===== src/rtl/ctrl_pkg.sv =====
// Shared definitions for the multi-cycle CPU controller: FSM state
// encodings, 5-bit opcode constants and immediate-extender select codes.
package ctrl_pkg;

    typedef enum logic [2:0] {
        ST_FETCH  = 3'd0,
        ST_DECODE = 3'd1,
        ST_EXEC   = 3'd2,
        ST_MEM    = 3'd3,
        ST_WB     = 3'd4
    } state_e;

    localparam logic [4:0] OP_B      = 5'b00010;
    localparam logic [4:0] OP_BEQZ   = 5'b00100;
    localparam logic [4:0] OP_SHIFT  = 5'b00110;
    localparam logic [4:0] OP_ADDIU3 = 5'b01000;
    localparam logic [4:0] OP_ADDIU  = 5'b01001;
    localparam logic [4:0] OP_LI     = 5'b01101;
    localparam logic [4:0] OP_LW     = 5'b10011;
    localparam logic [4:0] OP_SW     = 5'b11011;

    // Extender select meanings (codes 3 and 7 are not produced).
    localparam logic [2:0] IMM_SE8  = 3'd0;
    localparam logic [2:0] IMM_SE4  = 3'd1;
    localparam logic [2:0] IMM_SE11 = 3'd2;
    localparam logic [2:0] IMM_ZE8  = 3'd4;
    localparam logic [2:0] IMM_SE5  = 3'd5;
    localparam logic [2:0] IMM_SH3  = 3'd6;

endpackage


===== src/rtl/multicycle_ctrl_opcode_decoder.sv =====
// Combinational opcode classifier for the multi-cycle controller.
// Ports: opc in; imm_sel, is_branch, is_cond, is_load, is_store, legal out.
module opcode_decoder
    import ctrl_pkg::*;
(
    input  logic [4:0] opc,
    output logic [2:0] imm_sel,
    output logic       is_branch,
    output logic       is_cond,
    output logic       is_load,
    output logic       is_store,
    output logic       legal
);

    always_comb begin
        imm_sel   = IMM_SE8;
        is_branch = 1'b0;
        is_cond   = 1'b0;
        is_load   = 1'b0;
        is_store  = 1'b0;
        legal     = 1'b1;
        unique case (opc)
            OP_ADDIU:  imm_sel = IMM_SE8;
            OP_ADDIU3: imm_sel = IMM_SE4;
            OP_LI:     imm_sel = IMM_ZE8;
            OP_SHIFT:  imm_sel = IMM_SH3;
            OP_B: begin
                imm_sel   = IMM_SE11;
                is_branch = 1'b1;
            end
            OP_BEQZ: begin
                imm_sel   = IMM_SE8;
                is_branch = 1'b1;
                is_cond   = 1'b1;
            end
            OP_LW: begin
                imm_sel = IMM_SE5;
                is_load = 1'b1;
            end
            OP_SW: begin
                imm_sel  = IMM_SE5;
                is_store = 1'b1;
            end
            default: legal = 1'b0;
        endcase
    end

endmodule


===== src/rtl/multicycle_ctrl.sv =====
// Multi-cycle control FSM (FETCH/DECODE/EXEC/MEM/WB) for the 16-bit CPU.
// Ports: clk, rst (async, active-high), instr_in, zero_flag, mem_ready in;
//   mem_req/we/sel, ir_load, pc_write, pc_src, imm_load, reg_write,
//   wb_sel, illegal, state_o out. Define MEM_TIMEOUT_EN to add a memory
//   wait watchdog (TIMEOUT_CYCLES) and the sticky bus_err output.
module multicycle_ctrl
    import ctrl_pkg::*;
#(
    parameter int OPC_W = 5
`ifdef MEM_TIMEOUT_EN
    ,
    parameter int TIMEOUT_CYCLES = 16
`endif
) (
    input  logic        clk,
    input  logic        rst,
    input  logic [15:0] instr_in,
    input  logic        zero_flag,
    input  logic        mem_ready,
    output logic        mem_req,
    output logic        mem_we,
    output logic        mem_sel,
    output logic        ir_load,
    output logic        pc_write,
    output logic        pc_src,
    output logic [2:0]  imm_load,
    output logic        reg_write,
    output logic        wb_sel,
    output logic        illegal,
    output logic [2:0]  state_o
`ifdef MEM_TIMEOUT_EN
    ,
    output logic        bus_err
`endif
);

    state_e           state_q, state_d;
    logic [OPC_W-1:0] opc_q, opc_d;
    logic             mem_req_q, mem_req_d;
    logic             mem_sel_q, mem_sel_d;
    logic             mem_we_q, mem_we_d;
    logic             reg_write_q, reg_write_d;
    logic             wb_sel_q, wb_sel_d;
    logic             illegal_q, illegal_d;
    logic [2:0]       imm_q, imm_d;

    logic [2:0] dec_imm;
    logic       dec_br, dec_cond, dec_ld, dec_st, dec_legal;
    logic       accept;
    logic       timeout;
    logic       unused_bits;

    assign unused_bits = ^instr_in[15-OPC_W:0];

    // mem_req_q is only ever high in FETCH/MEM, so this alone qualifies
    // mem_ready; stray ready pulses elsewhere are ignored.
    assign accept = mem_req_q & mem_ready;

    opcode_decoder u_dec (
        .opc       (opc_q),
        .imm_sel   (dec_imm),
        .is_branch (dec_br),
        .is_cond   (dec_cond),
        .is_load   (dec_ld),
        .is_store  (dec_st),
        .legal     (dec_legal)
    );

`ifdef MEM_TIMEOUT_EN
    localparam int CNT_W = $clog2(TIMEOUT_CYCLES + 1);

    logic [CNT_W-1:0] cnt_q, cnt_d;
    logic             bus_err_q, bus_err_d;

    assign timeout = mem_req_q & ~mem_ready &
                     (cnt_q == CNT_W'(TIMEOUT_CYCLES - 1));

    always_comb begin
        cnt_d     = cnt_q;
        bus_err_d = bus_err_q | timeout;
        if (accept || timeout) begin
            cnt_d = '0;
        end else if (mem_req_q) begin
            cnt_d = cnt_q + 1'b1;
        end
    end

    always_ff @(posedge clk or posedge rst) begin
        if (rst) begin
            cnt_q     <= '0;
            bus_err_q <= 1'b0;
        end else begin
            cnt_q     <= cnt_d;
            bus_err_q <= bus_err_d;
        end
    end

    assign bus_err = bus_err_q;
`else
    assign timeout = 1'b0;
`endif

    // State and registered outputs.
    always_ff @(posedge clk or posedge rst) begin
        if (rst) begin
            state_q     <= ST_FETCH;
            opc_q       <= '0;
            mem_req_q   <= 1'b0;
            mem_sel_q   <= 1'b0;
            mem_we_q    <= 1'b0;
            reg_write_q <= 1'b0;
            wb_sel_q    <= 1'b0;
            illegal_q   <= 1'b0;
            imm_q       <= '0;
        end else begin
            state_q     <= state_d;
            opc_q       <= opc_d;
            mem_req_q   <= mem_req_d;
            mem_sel_q   <= mem_sel_d;
            mem_we_q    <= mem_we_d;
            reg_write_q <= reg_write_d;
            wb_sel_q    <= wb_sel_d;
            illegal_q   <= illegal_d;
            imm_q       <= imm_d;
        end
    end

    // Next-state logic.
    always_comb begin
        state_d = state_q;
        unique case (state_q)
            ST_FETCH: begin
                if (accept) state_d = ST_DECODE;
            end
            ST_DECODE: begin
                state_d = dec_legal ? ST_EXEC : ST_FETCH;
            end
            ST_EXEC: begin
                if (dec_br) begin
                    state_d = ST_FETCH;
                end else if (dec_ld || dec_st) begin
                    state_d = ST_MEM;
                end else begin
                    state_d = ST_WB;
                end
            end
            ST_MEM: begin
                if (accept) begin
                    state_d = dec_ld ? ST_WB : ST_FETCH;
                end else if (timeout) begin
                    state_d = ST_FETCH;
                end
            end
            ST_WB:   state_d = ST_FETCH;
            default: state_d = ST_FETCH;
        endcase
    end

    // Output logic. Strobes are registered from the next state so they
    // line up with the state they belong to; ir_load/pc_write/pc_src
    // stay combinational because the datapath must capture in the same
    // cycle as mem_ready / zero_flag.
    always_comb begin
        opc_d       = opc_q;
        imm_d       = imm_q;
        wb_sel_d    = wb_sel_q;
        illegal_d   = illegal_q;
        ir_load     = 1'b0;
        pc_write    = 1'b0;
        pc_src      = 1'b0;
        mem_req_d   = ((state_d == ST_FETCH) || (state_d == ST_MEM)) &
                      ~timeout;
        mem_sel_d   = (state_d == ST_MEM);
        mem_we_d    = (state_d == ST_MEM) & dec_st;
        reg_write_d = (state_d == ST_WB);

        if (state_d == ST_WB) begin
            wb_sel_d = (state_q == ST_MEM);
        end

        unique case (state_q)
            ST_FETCH: begin
                if (accept) begin
                    opc_d    = instr_in[15 -: OPC_W];
                    ir_load  = 1'b1;
                    pc_write = 1'b1;
                end
            end
            ST_DECODE: begin
                if (dec_legal) begin
                    imm_d = dec_imm;
                end else begin
                    illegal_d = 1'b1;
                end
            end
            ST_EXEC: begin
                if (dec_br && (!dec_cond || zero_flag)) begin
                    pc_write = 1'b1;
                    pc_src   = 1'b1;
                end
            end
            default: ;
        endcase
    end

    assign mem_req   = mem_req_q;
    assign mem_sel   = mem_sel_q;
    assign mem_we    = mem_we_q;
    assign reg_write = reg_write_q;
    assign wb_sel    = wb_sel_q;
    assign illegal   = illegal_q;
    assign imm_load  = imm_q;
    assign state_o   = state_q;

endmodule


===== config.mk =====
export PLATFORM = sky130hd
export DESIGN_NAME = multicycle_ctrl
export DESIGN_NICKNAME = d
export VERILOG_FILES = /design/src/rtl/ctrl_pkg.sv /design/src/rtl/multicycle_ctrl_opcode_decoder.sv /design/src/rtl/multicycle_ctrl.sv
export SDC_FILE = /design/constraint.sdc
export NUM_CORES = 1
export LEC_CHECK = 0
export ABC_AREA = 0
export BUFFER_PORTS_ARGS = -buffer_cell sky130_fd_sc_hd__buf_2
export CORE_UTILIZATION = 30
export DETAILED_ROUTE_END_ITERATION = 12
export PLACE_DENSITY = 0.68
export REMOVE_ABC_BUFFERS = 1
export SYNTH_ARGS = -nofsm -noshare
export SYNTH_HDL_FRONTEND = slang
export SYNTH_SLANG_ARGS = --single-unit

===== constraint.sdc =====
create_clock -name clk -period 1.6 [get_ports clk]
set_clock_uncertainty 0.05 [all_clocks]
set_input_delay 0.32 -clock clk [delete_from_list [all_inputs] [get_ports clk]]
set_output_delay 0.32 -clock clk [all_outputs]
set_load 0.03 [all_outputs]

After elaboration in Yosys (flattened, before gate mapping)
Cells that the tools add are included.

word-level totals
  register bits after elaboration = 17
  bits of input ports = 20
  output and inout bits = 15
  logic and storage cells = 56

operators by class
  eq/ne operators = 13
  mux-type cells = 18
  bitwise gates (word level) = 3
  reduce and logical (&&, ||, !) cells = 13

operators by type and width
  operator            count
  $eq 5x4->1 const B  3
  $mux 3              5
  $pmux 3 s5          1
  $pmux 3 s4          1
  $eq 5x3->1 const B  2
  $eq 5x5->1 const B  2
  $eq 3x2->1 const B  3
  $mux 1              9
  $reduce_or 8->1     1
  $logic_not 3->1     2
  $reduce_and 2->1    3
  $eq 5x2->1 const B  1
  $reduce_or 2->1     2
  $eq 3x1->1 const B  1
  $eq 3x3->1 const B  1
  $logic_or 1x1->1    3
  $and 1x1->1         2
  $mux 2              1
  $pmux 1 s2          1
  $logic_and 1x1->1   1
  $logic_not 1->1     1
  $not 1->1           1

Depth between registers and ports, before layout
Gate-level depths: netlist (run 1).

  word-level depth = 8
  gate-level depth with buffers = 5
  depth with buffers taken out = 4

Modules after synthesis
Synthesis (run 1) repeated with hierarchy kept, for this count alone.

second synthesis, totals
  cell total of the unflattened synthesis = 71
  area total of the unflattened synthesis = 843.3 um^2

by module, submodules not included
  module           instances  cells each  area an instance (um^2)  sequential area each (um^2)
  multicycle_ctrl  1          49          701.9                    425.4
  opcode_decoder   1          22          141.4                    0.0

Worst setup path after synthesis (run 1)
No wires, ideal clock.

  kind = reg2out
  from = register state_q[2] (netlist: state_o[2])
  to = output pc_write
  arrival = 1.880 ns
  required time = 1.230 ns
  slack = -0.650 ns
  cell stages (with the launch flop) = 4
  path buffers = 0
  cell sequence = dfrtp_1 > nand2b_1 > a2111oi_2 > or2_2

on the way
  cells in the longest elaborated chain, start to end = 2

RTL lines
  element                                               RTL line                RTL
  start, declared                                       multicycle_ctrl.sv:37   state_e state_q, state_d;
  start signal, assigned                                multicycle_ctrl.sv:116  state_q <= state_d;
  $eq 3x2->1 / $logic_not 3->1 (equally long branches)  multicycle_ctrl.sv:181  unique case (state_q)
  $pmux 1 s2 (*)                                        multicycle_ctrl.sv:181
  end, declared                                         multicycle_ctrl.sv:24   output logic pc_write,

Mark *: on every way between the ends. The rest lies on a longest branch, timed or not.

Worst setup path in the final report (run 1)
  from = register opc_q[4]
  to = output pc_write

on the way
  cells in the longest elaborated chain, start to end = 7

RTL lines
  element                 RTL line                              RTL
  start, declared         multicycle_ctrl.sv:38                 logic [OPC_W-1:0] opc_q, opc_d;
  start signal, assigned  multicycle_ctrl.sv:117                opc_q <= opc_d;
  $eq 5x3->1              multicycle_ctrl_opcode_decoder.sv:22  unique case (opc)
  $mux 1                  multicycle_ctrl_opcode_decoder.sv:22
  $logic_not 1->1         multicycle_ctrl.sv:197                if (dec_br && (!dec_cond || zero_flag)) begin
  $logic_or 1x1->1        multicycle_ctrl.sv:197
  $logic_and 1x1->1 (*)   multicycle_ctrl.sv:197
  $mux 1 (*)              multicycle_ctrl.sv:197
  $pmux 1 s2 (*)          multicycle_ctrl.sv:181

Marks and branches as above.

==> summary by stage, run 1 <==
Clocking
The CTS clock-pin slew for the worst setup and hold paths is 0.10 ns. The quantity of hold-fixing buffers added after cts is 0. The deepest level of the CTS H-tree is 1.

The clock insertion delay at the later pin of the skew report is around 0.30 ns. The clock tree from TritonCTS is yes. The CTS buffer count is 3. Clock tree synthesis selected as its root buffer the cell sky130_fd_sc_hd__clkbuf_4.

Clock tree synthesis found a total of 17 sinks. No sink is reached through more buffers than the 2 on the longest clock path.

Finish
The ratio of cells with drive above 1 in the final layout is around three fifths. The area used by sequential logic in the layout is between 400 and 500 µm². Compared with the post-synthesis result, the final layout area differs by 59.6%. The finished cells cover 0.00132 mm². The number of fill cells in the layout is 250. The combined area of the multi-input logic cells is 459 µm². In the final design database the tool counted 150 nets. The repair_antennas step left the layout with diodes totalling 0.

Worst setup path
The largest fanout on the critical path is 2. Data on the critical path is required at its endpoint by around 1.2 ns. The worst setup path is launched from a register. The nature of the critical path endpoint is a primary output.

The critical path is of the reg -> out type. The setup slack of the most critical reg-to-reg path is -0.11 ns. The number of cells on the worst reg-to-reg path is 6. Data arrives at the worst endpoint at roughly 1.7 ns.

The capture point of the critical path is pc_write. The critical path starts at opc_q[4]. In this run the critical register-to-register path is captured at imm_load[0]. The reg-to-reg startpoint is state_o[2].

Synth
Summing the sequential cell areas from Yosys gives around 52% of the chip area. After synthesis, the most frequently instantiated cells are 17 x sky130_fd_sc_hd__dfrtp_1, 8 x sky130_fd_sc_hd__nand2_1, 6 x sky130_fd_sc_hd__nand2b_1. The cell type with the largest total area after synthesis is sky130_fd_sc_hd__dfrtp_1. The share of the synthesized area in compound gates (AO/OA/AOI/OAI) is between 10% and 20%.

After synthesis, the mean cell area works out to 10.6 µm². For this run, the leading register cell type out of synthesis is sky130_fd_sc_hd__dfrtp_1. Yosys mapped a number of flops with a built-in enable equal to 0. Summing every instance area after synthesis gives ~800 µm². Counting every instance in the synthesized netlist gives just under 80. Multiplexer cells account for under 10% of the synthesized area. The leading cell type by number of instances after synthesis is sky130_fd_sc_hd__dfrtp_1. The count of different cell masters after synthesis is 33. Summing the areas of all and, or, nand and nor instances in the mapped netlist gives between 20% and 30% of the synthesized area. Sorting the synthesized cells by area gives the leading types as sky130_fd_sc_hd__dfrtp_1 52%, sky130_fd_sc_hd__nand2b_1 4.6%, sky130_fd_sc_hd__mux2_2 4.1%.

After Yosys synthesis, XOR and XNOR cells account for under 10% of the synthesized area. Counting flops and latches in the post-synthesis netlist gives 17. The share of synthesized area in the top cell type comes to about half. The area share of fa/ha/maj cells after synthesis is 0%. Counting flops with an async set or reset pin after synthesis yields a share of between 90% and 100%. The number of warnings reported in the yosys synthesis log is 0. By area, the combinational part of the netlist is dominated by simple AND/OR/NAND/NOR gates.

Die
The site row count is 18. The chip width is approximately 54 µm. The die is between 50 and 60 µm tall. The die covers slightly below 0.003 mm². The area of the core is between 0.002 and 0.003 mm².

The number of primary I/O pins is 35. The initial cell density of the core is 32.4%.

Drt
The number of DRC violations after detailed routing is 0. In the routed layout, each cell is associated on average with a via count of between 4 and 5. The first detailed-routing pass ran for 4 iterations. Dividing the detail-routed wire length by the instance count gives ~13 µm. For this block, the via count after detailed routing is 762.

The count of nets left with antenna violations once routing finished came out at 0. The first routing iteration left 6 violations. The routed design has 2.14 mm of wire.

Timing
Derived from the worst setup path, the maximum achievable clock frequency is between 400 and 500 MHz. Setup repair after global routing could not meet its margin everywhere. For the finished layout, the period the worst path requires is just over 2 ns.

Setup violations remaining at the end of the flow were counted as 10. Final hold analysis gives a worst-case slack of between 0.04 and 0.05 ns. The worst pin sits at a relative slew slack of between 50% and 60%. The number of max-slew violations in the final report was 0.

For the final routed database, the setup TNS stands at -1.47 ns. After layout, the worst setup slack is -0.421 ns. The total count of hold-check failures in the final report is 0.

Dividing the final minimum period by the clock period gives 126%. At the pin with the least slew margin, the transition time is 0.646 ns.

Placement
After legalization and detailed placement, the total HPWL measured about 1.5 mm. At the end of routability-driven placement, the weighted congestion stood at approximately 0.76. Summing all placed instances gives a cell area of around 0.0011 mm². The worst setup timing slack at the placement stage is -0.196 ns. The number of buffer cells added on primary ports is 23.

Global route
The pin count of the biggest net entering global routing is 18. The initial antenna violation count is 0. The first global-routing pass estimated approximately 3.3 mm of wire. The number of global-route vias before repair is around 760.

For this run the aggregate overflow at the end of global routing stands at 0. Across every metal layer, demand over resource in global routing totals 16.0%.

Worst hold path
The worst min-delay path class is in -> async.

Pwr
The largest voltage drop on the vdd net is ~1300 µV. The power per cell area is 2010 mW/mm². The standby leakage power is ~0.67 nW. The overall power after layout is 2.64 mW.

Status
The final reports fail on negative setup slack. The flow ran to the end, but the final reports show violations.

Flow run
Max-cap violations in this run came to 0.
==> repair_timing <==
item                                    in CTS  in global routing
gates cloned                                 0                  0
endpoints found under the setup margin       9                 16
pin swaps                                    3                  2
buffers inserted                             6                  0
resized for setup                           18                 10
==> kinds of logic (layout without fill, tap and decap cells) <==
group | Yosys count | after routing
muxes | 6 | 6
buffers and inverters | 8 | 59
DFF | 17 | 17
xor gates and xnor gates | 1 | 1
AOI/OAI and AO/OA | 11 | 11
and+or+nand+nor | 35 | 35
==> through the flow <==
stage	util (%)	cells
final	51.7	159
after global routing	51.7	159
after CTS	50.1	159
after detailed placement	44.1	149
after global placement	44.1	149
after floorplan	-	74
==> registers in the layout (all words and copies together), names as in the netlist <==
name	count
illegal	1
state_o	3
reg_write	1
wb_sel	1
mem_req	1
mem_sel	1
mem_we	1
opc_q	5
imm_load	3
==> worst max-delay path, cell delays in order, from the launching register on <==
cell	delay (ns)
sky130_fd_sc_hd__dfrtp_1	0.41
sky130_fd_sc_hd__or3_4	0.41
sky130_fd_sc_hd__a2111oi_4	0.22
sky130_fd_sc_hd__or2_2	0.17
sky130_fd_sc_hd__buf_4	0.15
==> area by class of cell <==
| cell class | instances | area share (%) |
|---|---|---|
| clock buffers | 4 | 2.00 |
| repair buffers | 51 | 26.8 |
| well taps | 30 | 2.85 |
| multi-input cells | 53 | 34.9 |
| flip-flops and latches | 17 | 32.3 |
| inverters | 4 | 1.14 |
==> layout by cell type (no fill, tap or decap), types with 2 or more instances in the layout <==
cell type,count
sky130_fd_sc_hd__buf_4,24
sky130_fd_sc_hd__buf_2,21
sky130_fd_sc_hd__dfrtp_1,17
sky130_fd_sc_hd__buf_6,6
sky130_fd_sc_hd__nand2b_1,5
sky130_fd_sc_hd__mux2_4,5
sky130_fd_sc_hd__nand2_2,4
sky130_fd_sc_hd__nand2_1,4
sky130_fd_sc_hd__inv_1,4
sky130_fd_sc_hd__nor2_1,4
sky130_fd_sc_hd__or2_2,3
sky130_fd_sc_hd__clkbuf_4,3
sky130_fd_sc_hd__o21ai_0,2
sky130_fd_sc_hd__nor2_4,2
sky130_fd_sc_hd__nand3_1,2
==> metal layers <==
metal | share of wire [%] | GRT usage [%] | up-vias
li1 | - | - | 373
met1 | 45 | 18.7 | 364
met2 | 49 | 28.9 | 22
met3 | 4.7 | 2.50 | 3
met4 | 1.3 | 6.41 | 0
met5 | 0 | 0 | -
==> worst min path at each step <==
stage	to	startpoint	slack, ns
5_1_grt	mem_we	rst	0.11
2_1_floorplan	illegal	rst	0.20
6_report	opc_q[2]	rst	0.04
3_3_place_gp	reg_write	rst	0.37
3_5_place_dp	mem_sel	rst	0.39
4_1_cts	mem_we	rst	0.06
==> where the power goes <==
| part | internal [mW] | switching (mW) | total, mW | leakage, nW |
|---|---|---|---|---|
| sequential | 0.577 | 0.125 | 0.703 | 0.216 |
| clock | 0.0972 | 0.138 | 0.235 | 0.0150 |
| combinational | 0.855 | 0.851 | 1.71 | 0.435 |
| total | 1.53 | 1.11 | 2.64 | 0.665 |
Power figures use the tool's default switching activity.
==> inputs of run 2 (changes only) <==
--- a/config.mk
+++ b/config.mk
@@ -6,6 +6,7 @@
 export NUM_CORES = 1
 export LEC_CHECK = 0
 export ABC_AREA = 0
+export ABC_CLOCK_PERIOD_IN_PS = 1600
 export BUFFER_PORTS_ARGS = -buffer_cell sky130_fd_sc_hd__buf_2
 export CORE_UTILIZATION = 30
 export DETAILED_ROUTE_END_ITERATION = 12
==> constraint.sdc (replaced) <==
create_clock -name clk -period 1.6 [get_ports clk]
set_clock_uncertainty 0.05 [all_clocks]
set_input_delay 0.24 -clock clk [delete_from_list [all_inputs] [get_ports clk]]
set_output_delay 0.24 -clock clk [all_outputs]
set_load 0.03 [all_outputs]
==> run 2 against run 1 <==
Against the previous run:
- the flow still finishes with violations (negative setup slack)
- sequential share of layout area up 0.73 points
- via count down 1.4%
- flip-flop and latch count unchanged
- sequential power up 2%
- worst hold slack better by 0.055 ns
- setup slack better by 0.10 ns
- clock power down 3%
- non-clock buffer count down 1
- critical path depth unchanged
- first-iteration DRC count up 17%
- critical path type unchanged
- critical endpoint unchanged
==> summary by stage, run 2 (synthesized netlist as in run 1, its figures left out) <==
Clocking
The total number of clock tree sinks came to 17 (unchanged). The CTS clock-pin slew for the worst setup and hold paths is 0.10 ns (about the same). The clock insertion delay at the later pin of the skew report came to 0.29 ns (about the same). The deepest level of the CTS H-tree is 1 (unchanged). The cell chosen for the clock root is sky130_fd_sc_hd__clkbuf_4. The CTS buffer count came to 3 (unchanged). The number of buffers between clock root and the deepest sink was 2 (unchanged).

TritonCTS built the clock tree.

Worst setup path
The type of origin of the critical path is a register. The critical path start-end classification is reg -> out. The startpoint of the most critical setup path is opc_q[4].

The number of cells on the worst reg-to-reg path was 6 (unchanged). The setup slack of the most critical reg-to-reg path was -0.09 ns (+0.02 ns). The largest fanout on the critical path is 2 (unchanged). The worst setup path is captured at a primary output. The capture point of the critical path is pc_write. The worst endpoint data arrival time came to 1.63 ns (-0.02 ns). The reg-to-reg startpoint is opc_q[4]. The required time at the worst-slack endpoint is 1.31 ns (+0.08 ns). The worst reg2reg path endpoint is mem_req.

Finish
From synthesis to final layout, the design area changed by 58.0%. The finished layout cell area came to 0.00130 mm² (-1.0%). The ratio of cells with drive above 1 in the final layout is 60.9% (+1.2 points). The combined area of the multi-input logic cells is 445 µm² (-3.0%). The net total in the final layout is 149 (-0.67%). In the layout the commonest cells are 24 x sky130_fd_sc_hd__buf_4, 20 x sky130_fd_sc_hd__buf_2, 13 x sky130_fd_sc_hd__dfrtp_1, 7 x sky130_fd_sc_hd__nand2_1. The antenna diode count is 0 (unchanged).

The number of fill cells in the layout was 235 (-6.0%). The post-layout instance count excluding filler cells is 158 (-0.63%). The library cell used most frequently in the layout, excluding fill and tap cells, is sky130_fd_sc_hd__buf_4. The register with the most flip-flops is opc_q. The area used by sequential logic in the layout was 430 µm² (+1.2%). The number of flip-flops under the largest register name is 5 (unchanged).

Timing
The number of max-slew violations in the final report was 0 (unchanged). The summed negative setup slack over all endpoints came to -0.870 ns (+0.603 ns). Setup repair after global routing could not meet its margin everywhere. The total count of hold-check failures in the final report was 0 (unchanged). The final setup slack of the worst path is -0.317 ns (+0.104 ns).

The relative slew slack is 57.3% (+0.43 points). The slew of the pin with the lowest slew margin is 0.640 ns (-0.00647 ns). The share of the cycle needed by the critical path after routing is 120% (-6.5 points).

The shortest period the worst path allows is 1.92 ns (-0.104 ns). The final setup violation count is 7 (-3). The maximum achievable frequency is 522 MHz (+5.4%).

Die
The area of the core is 0.00254 mm² (unchanged). The number of primary I/O pins came to 35 (unchanged). The chip width is 54.4 µm (unchanged).

The site row count is 18 (unchanged). The initial cell density of the core is 32.4% (unchanged). The area of the die is 0.00296 mm² (unchanged). The die outline height is 54.4 µm (unchanged).

Drt
The total detailed-routing wirelength is 2.05 mm (-4.5%). The number of routed nets with antenna violations is 0 (unchanged). The total number of vias came to 751 (-1.4%). The average vias per placed instance came to 4.75 (-0.82%). The average wire length per cell after detail routing is 13.0 µm (-3.9%). The length of the first detailed-routing pass in iterations is 4 (unchanged). The number of DRC violations after detailed routing is 0 (unchanged). The DRC violation total after the first TritonRoute iteration came to 7 (+1).

Pwr
The standby leakage power came to 0.649 nW (-2.5%). The overall power after layout is 2.55 mW (-3.4%). The largest voltage drop on the vdd net came to 1110 µV (-17%). The power per cell area is 1960 mW/mm² (-2.4%).

Placement
The HPWL after detailed placement is 1.33 mm (-10%). The final weighted congestion of routability-driven global placement is 0.754 (-0.61%). The number of placed instances, taps included is 146 (-2.0%). The number of buffer cells added on primary ports is 23 (unchanged).

The total cell area at the placement stage is 0.00110 mm² (-2.0%).

Global route
The pin count of the biggest net entering global routing came to 18 (unchanged). The total global routing track utilization is 15.8% (-0.22 points). The total congestion overflow after global routing is 0 (unchanged). The wire length of the first global-routing pass is 3.31 mm (+1.3%). The initial antenna violation count was 0 (unchanged). The number of global-route vias before repair was 711 (-6.8%).

Status
The final reports fail on negative setup slack. The run finished, with violations left.

Flow run
The number of maximum-capacitance violations is 0 (unchanged).

Worst hold path
Counting instances, the worst hold path has a depth of 3. The worst min-delay path class is in -> reg.
-- run 2: cell count changes in the layout (fill, tap and decap cells not counted), moves of 3 or more --
cell,change
sky130_fd_sc_hd__nand2_1,+3
sky130_fd_sc_hd__mux2_2,+3
sky130_fd_sc_hd__nand2_2,-3
sky130_fd_sc_hd__dfrtp_1,-4
sky130_fd_sc_hd__mux2_4,-3
sky130_fd_sc_hd__dfrtp_2,+4
-- run 2: layout make-up --
type	count	area share, %
tap	30	2.88
multi-input combinational	53	34.2
timing repair buffer	50	26.6
clock buffer	3	1.73
sequential	17	33.0
clock inverter	1	0.384
inverter	4	1.15
-- run 2: routing by layer --
metal  vias to the layer above  global-route usage, %  share of wire (%)
li1                        372                      -                  -
met1                       354                   21.4                 46
met2                        25                   25.4                 50
met3                         0                   2.50                4.6
met4                         0                   5.13                  0
met5                         -                      0                  0
-- run 2: worst min path at each step --
stage | from | end | slack, ns
final | instr_in[15] | opc_q[4] | 0.1
after global routing | instr_in[15] | opc_q[4] | 0.08
after CTS | instr_in[15] | opc_q[4] | 0.09
after detailed placement | rst | reg_write | 0.31
after global placement | rst | reg_write | 0.29
after floorplan | rst | illegal | 0.12
-- run 2: report_power, final --
group	internal [mW]	switching (mW)	total [mW]	leakage, nW
Combinational	0.784	0.824	1.61	0.421
Clock	0.0929	0.134	0.227	0.0177
Sequential	0.586	0.134	0.720	0.210
Total	1.46	1.09	2.55	0.649
-- run 2: metrics by stage --
stage | setup slack, ns | hold WS, ns | util (%)
4_1_cts | -0.327 | 0.0939 | 48.5
3_5_place_dp | -0.0825 | 0.308 | 43.2
2_1_floorplan | -1.41 | 0.116 | -
3_3_place_gp | -0.0804 | 0.289 | 43.2
6_report | -0.317 | 0.0980 | 51.2
5_1_grt | -0.379 | 0.0844 | 51.2
-- run 2: repair_timing --
| item | in CTS | in global routing |
|---|---|---|
| endpoints found under the setup margin | 8 | 12 |
| hold buffers | 1 | 0 |
| endpoints found under the hold margin | 17 | 0 |
| setup buffers | 4 | 3 |
| pin swaps | 2 | 5 |
| gates resized for setup | 14 | 15 |
-- run 2: worst max-delay path, stage by stage, from the launching register on --
cell	delay [ns]
sky130_fd_sc_hd__dfrtp_1	0.41
sky130_fd_sc_hd__or3_4	0.41
sky130_fd_sc_hd__a2111oi_4	0.21
sky130_fd_sc_hd__or2_2	0.16
sky130_fd_sc_hd__buf_4	0.15
==> inputs of run 3 (changes only) <==
--- a/config.mk
+++ b/config.mk
@@ -12,6 +12,7 @@
 export DETAILED_ROUTE_END_ITERATION = 12
 export PLACE_DENSITY = 0.68
 export REMOVE_ABC_BUFFERS = 1
+export SKIP_CTS_REPAIR_TIMING = 1
 export SYNTH_ARGS = -nofsm -noshare
 export SYNTH_HDL_FRONTEND = slang
 export SYNTH_SLANG_ARGS = --single-unit
==> run 3 against run 2 <==
Against the previous run:
- the flow finishes with violations (negative hold slack, negative setup slack)
- flip-flop and latch count did not move
- largest power group unchanged
- worst hold slack got worse by 0.14 ns
- via count is 0.80% lower
==> summary by stage, run 3 (synthesized netlist as in run 1, its figures left out) <==
Die
The area of the die was 0.00296 mm² (unchanged). The area of the core is 0.00254 mm² (unchanged). The site row count is 18 (unchanged). The die outline height is 54.4 µm (unchanged). The chip width came to 54.4 µm (unchanged). The number of primary I/O pins is 35 (unchanged). The initial cell density of the core was 32.4% (unchanged).

Worst hold path
The path class of the tightest hold or removal check is in -> async.

Clocking
The clock tree from TritonCTS is yes. The clock insertion delay at the later pin of the skew report is 0.29 ns (about the same). The CTS buffer count is 3 (unchanged). The number of buffers between clock root and the deepest sink is 2 (unchanged). The deepest level of the CTS H-tree is 1 (unchanged).

The cell chosen for the clock root is sky130_fd_sc_hd__clkbuf_4. The CTS clock-pin slew for the worst setup and hold paths is 0.10 ns (about the same). The total number of clock tree sinks came to 17 (unchanged).

Placement
The number of placed instances, taps included is 146 (unchanged). The HPWL after detailed placement is 1.33 mm (unchanged). The total cell area at the placement stage is 0.00110 mm² (unchanged). The number of buffer cells added on primary ports is 23 (unchanged).

The final weighted congestion of routability-driven global placement was 0.754 (unchanged).

Pwr
The overall power after layout is 2.67 mW (+4.7%). The standby leakage power is 0.661 nW (+1.8%). The proportion of power drawn by the clock network came to 8.5% (-0.4 points). The portion of total power attributed to sequential cells is 26.9% (-1.3 points). The largest voltage drop on the vdd net is 1070 µV (-3.5%). The power spent charging and discharging nets is 1.13 mW (+3.8%). The power per cell area is 2020 mW/mm² (+3.1%). The net switching share of the total power is 42.4% (-0.36 points). The internal power is 1.54 mW (+5.3%). The share of power burned in combinational logic was 64.6% (+1.7 points).

Finish
The core occupancy in the finished layout was 52.0% (+0.79 points). The area growth from synthesis to layout is 60.4%. The post-layout instance count excluding filler cells is 158 (unchanged). The antenna diode count came to 0 (unchanged). The net total in the final layout came to 149 (unchanged). The top cell types in the final layout, fill and taps aside, are 24 x sky130_fd_sc_hd__buf_4, 20 x sky130_fd_sc_hd__buf_2, 14 x sky130_fd_sc_hd__dfrtp_1, 7 x sky130_fd_sc_hd__nand2_1. The ratio of cells with drive above 1 in the final layout is 60.9% (unchanged). Counting flops per register, the top entry is opc_q.

The number of flip-flops under the largest register name is 5 (unchanged). The finished layout cell area is 0.00132 mm² (+1.5%). The library cell used most frequently in the layout, excluding fill and tap cells, is sky130_fd_sc_hd__buf_4.

Flow run
The number of maximum-capacitance violations is 0 (unchanged).

Worst setup path
The number of cells on the worst reg-to-reg path is 6 (unchanged). The largest fanout on the critical path is 4 (+2). The required time at the worst-slack endpoint was 1.31 ns (about the same). The worst endpoint data arrival time is 1.66 ns (+0.03 ns). STA classifies the critical path startpoint as a register. The startpoint of the most critical setup path is state_o[2]. The critical path start-end classification is reg -> out. The nature of the critical path endpoint is a primary output. The reg-to-reg startpoint is opc_q[4].

Timing
The smallest hold slack was -0.0371 ns (-0.135 ns). The final setup violation count came to 6 (-1). The shortest period the worst path allows is 1.95 ns (+0.0348 ns). The slew of the pin with the lowest slew margin came to 0.638 ns (-0.00235 ns). The maximum achievable frequency is 512 MHz (-1.8%). Setup repair after global routing could not meet its margin everywhere. The share of the cycle needed by the critical path after routing came to 122% (+2.2 points). The final setup slack of the worst path was -0.352 ns (-0.0348 ns). The total count of hold-check failures in the final report is 17 (+17). The relative slew slack is 57.5% (+0.16 points).

The number of max-slew violations in the final report is 0 (unchanged).

Drt
The average wire length per cell after detail routing is 12.8 µm (-1.4%). The number of DRC violations after detailed routing is 0 (unchanged). The DRC violation total after the first TritonRoute iteration was 9 (+2). The total detailed-routing wirelength is 2.02 mm (-1.4%). The average vias per placed instance is 4.72 (-0.80%). The total number of vias came to 745 (-0.80%). The number of routed nets with antenna violations is 0 (unchanged).

The length of the first detailed-routing pass in iterations was 4 (unchanged).

Global route
The total congestion overflow after global routing was 0 (unchanged). The total global routing track utilization is 14.2% (-1.6 points). The initial antenna violation count is 0 (unchanged).

The wire length of the first global-routing pass is 2.95 mm (-11%). The pin count of the biggest net entering global routing is 18 (unchanged). The number of global-route vias before repair was 650 (-8.6%).

Status
The checks that failed: negative hold slack, negative setup slack. The run finished, with violations left.
run 3: cell type report:
class	count	area, µm²
Fill cell	236	1220
Multi-Input combinational cell	53	469
Sequential cell	17	429
Timing Repair Buffer	50	344
Tap cell	30	37.5
Clock buffer	3	22.5
Inverter	4	15.0
Clock inverter	1	5.00
run 3: through the flow:
step,setup slack (ns),setup TNS [ns]
detailed placement,-0.0825,-0.0875
CTS,-0.434,-1.21
global placement,-0.0804,-0.0875
finish,-0.352,-0.942
floorplan,-1.41,-11.21
global route,-0.446,-1.62
run 3: final timing paths:
check | slack, ns | end
worst min register to register | 0.43 | illegal
worst max register to register | -0.10 | mem_req
min in group clk | 0.10 | opc_q[4]
worst min-delay path | -0.04 | mem_we
worst max-delay path | -0.35 | pc_write
max in group asynchronous | 1.09 | opc_q[2]
run 3: metal layers:
| metal | up-vias | GRT usage, % | wire (µm) |
|---|---|---|---|
| li1 | 375 | - | - |
| met1 | 345 | 19.4 | 938 |
| met2 | 23 | 22.2 | 978 |
| met3 | 2 | 2.50 | 92 |
| met4 | 0 | 5.13 | 8 |
| met5 | - | 0 | 0 |
run 3: worst max-delay path, stage by stage (launching register included):
cell                        delay (ns)
sky130_fd_sc_hd__dfrtp_1          0.44
sky130_fd_sc_hd__nand2b_1         0.25
sky130_fd_sc_hd__a2111oi_4        0.35
sky130_fd_sc_hd__or2_2            0.16
sky130_fd_sc_hd__clkbuf_4         0.17
run 3: power by group through the flow:
stage                     registers, mW  logic (mW)  clock network (mW)
final                             0.719        1.73               0.228
after CTS                         0.682        1.29               0.237
after global routing              0.744        1.85               0.258
after floorplan                   0.914       0.537                   0
after detailed placement          0.689        1.28                   0
after global placement            0.685        1.25                   0
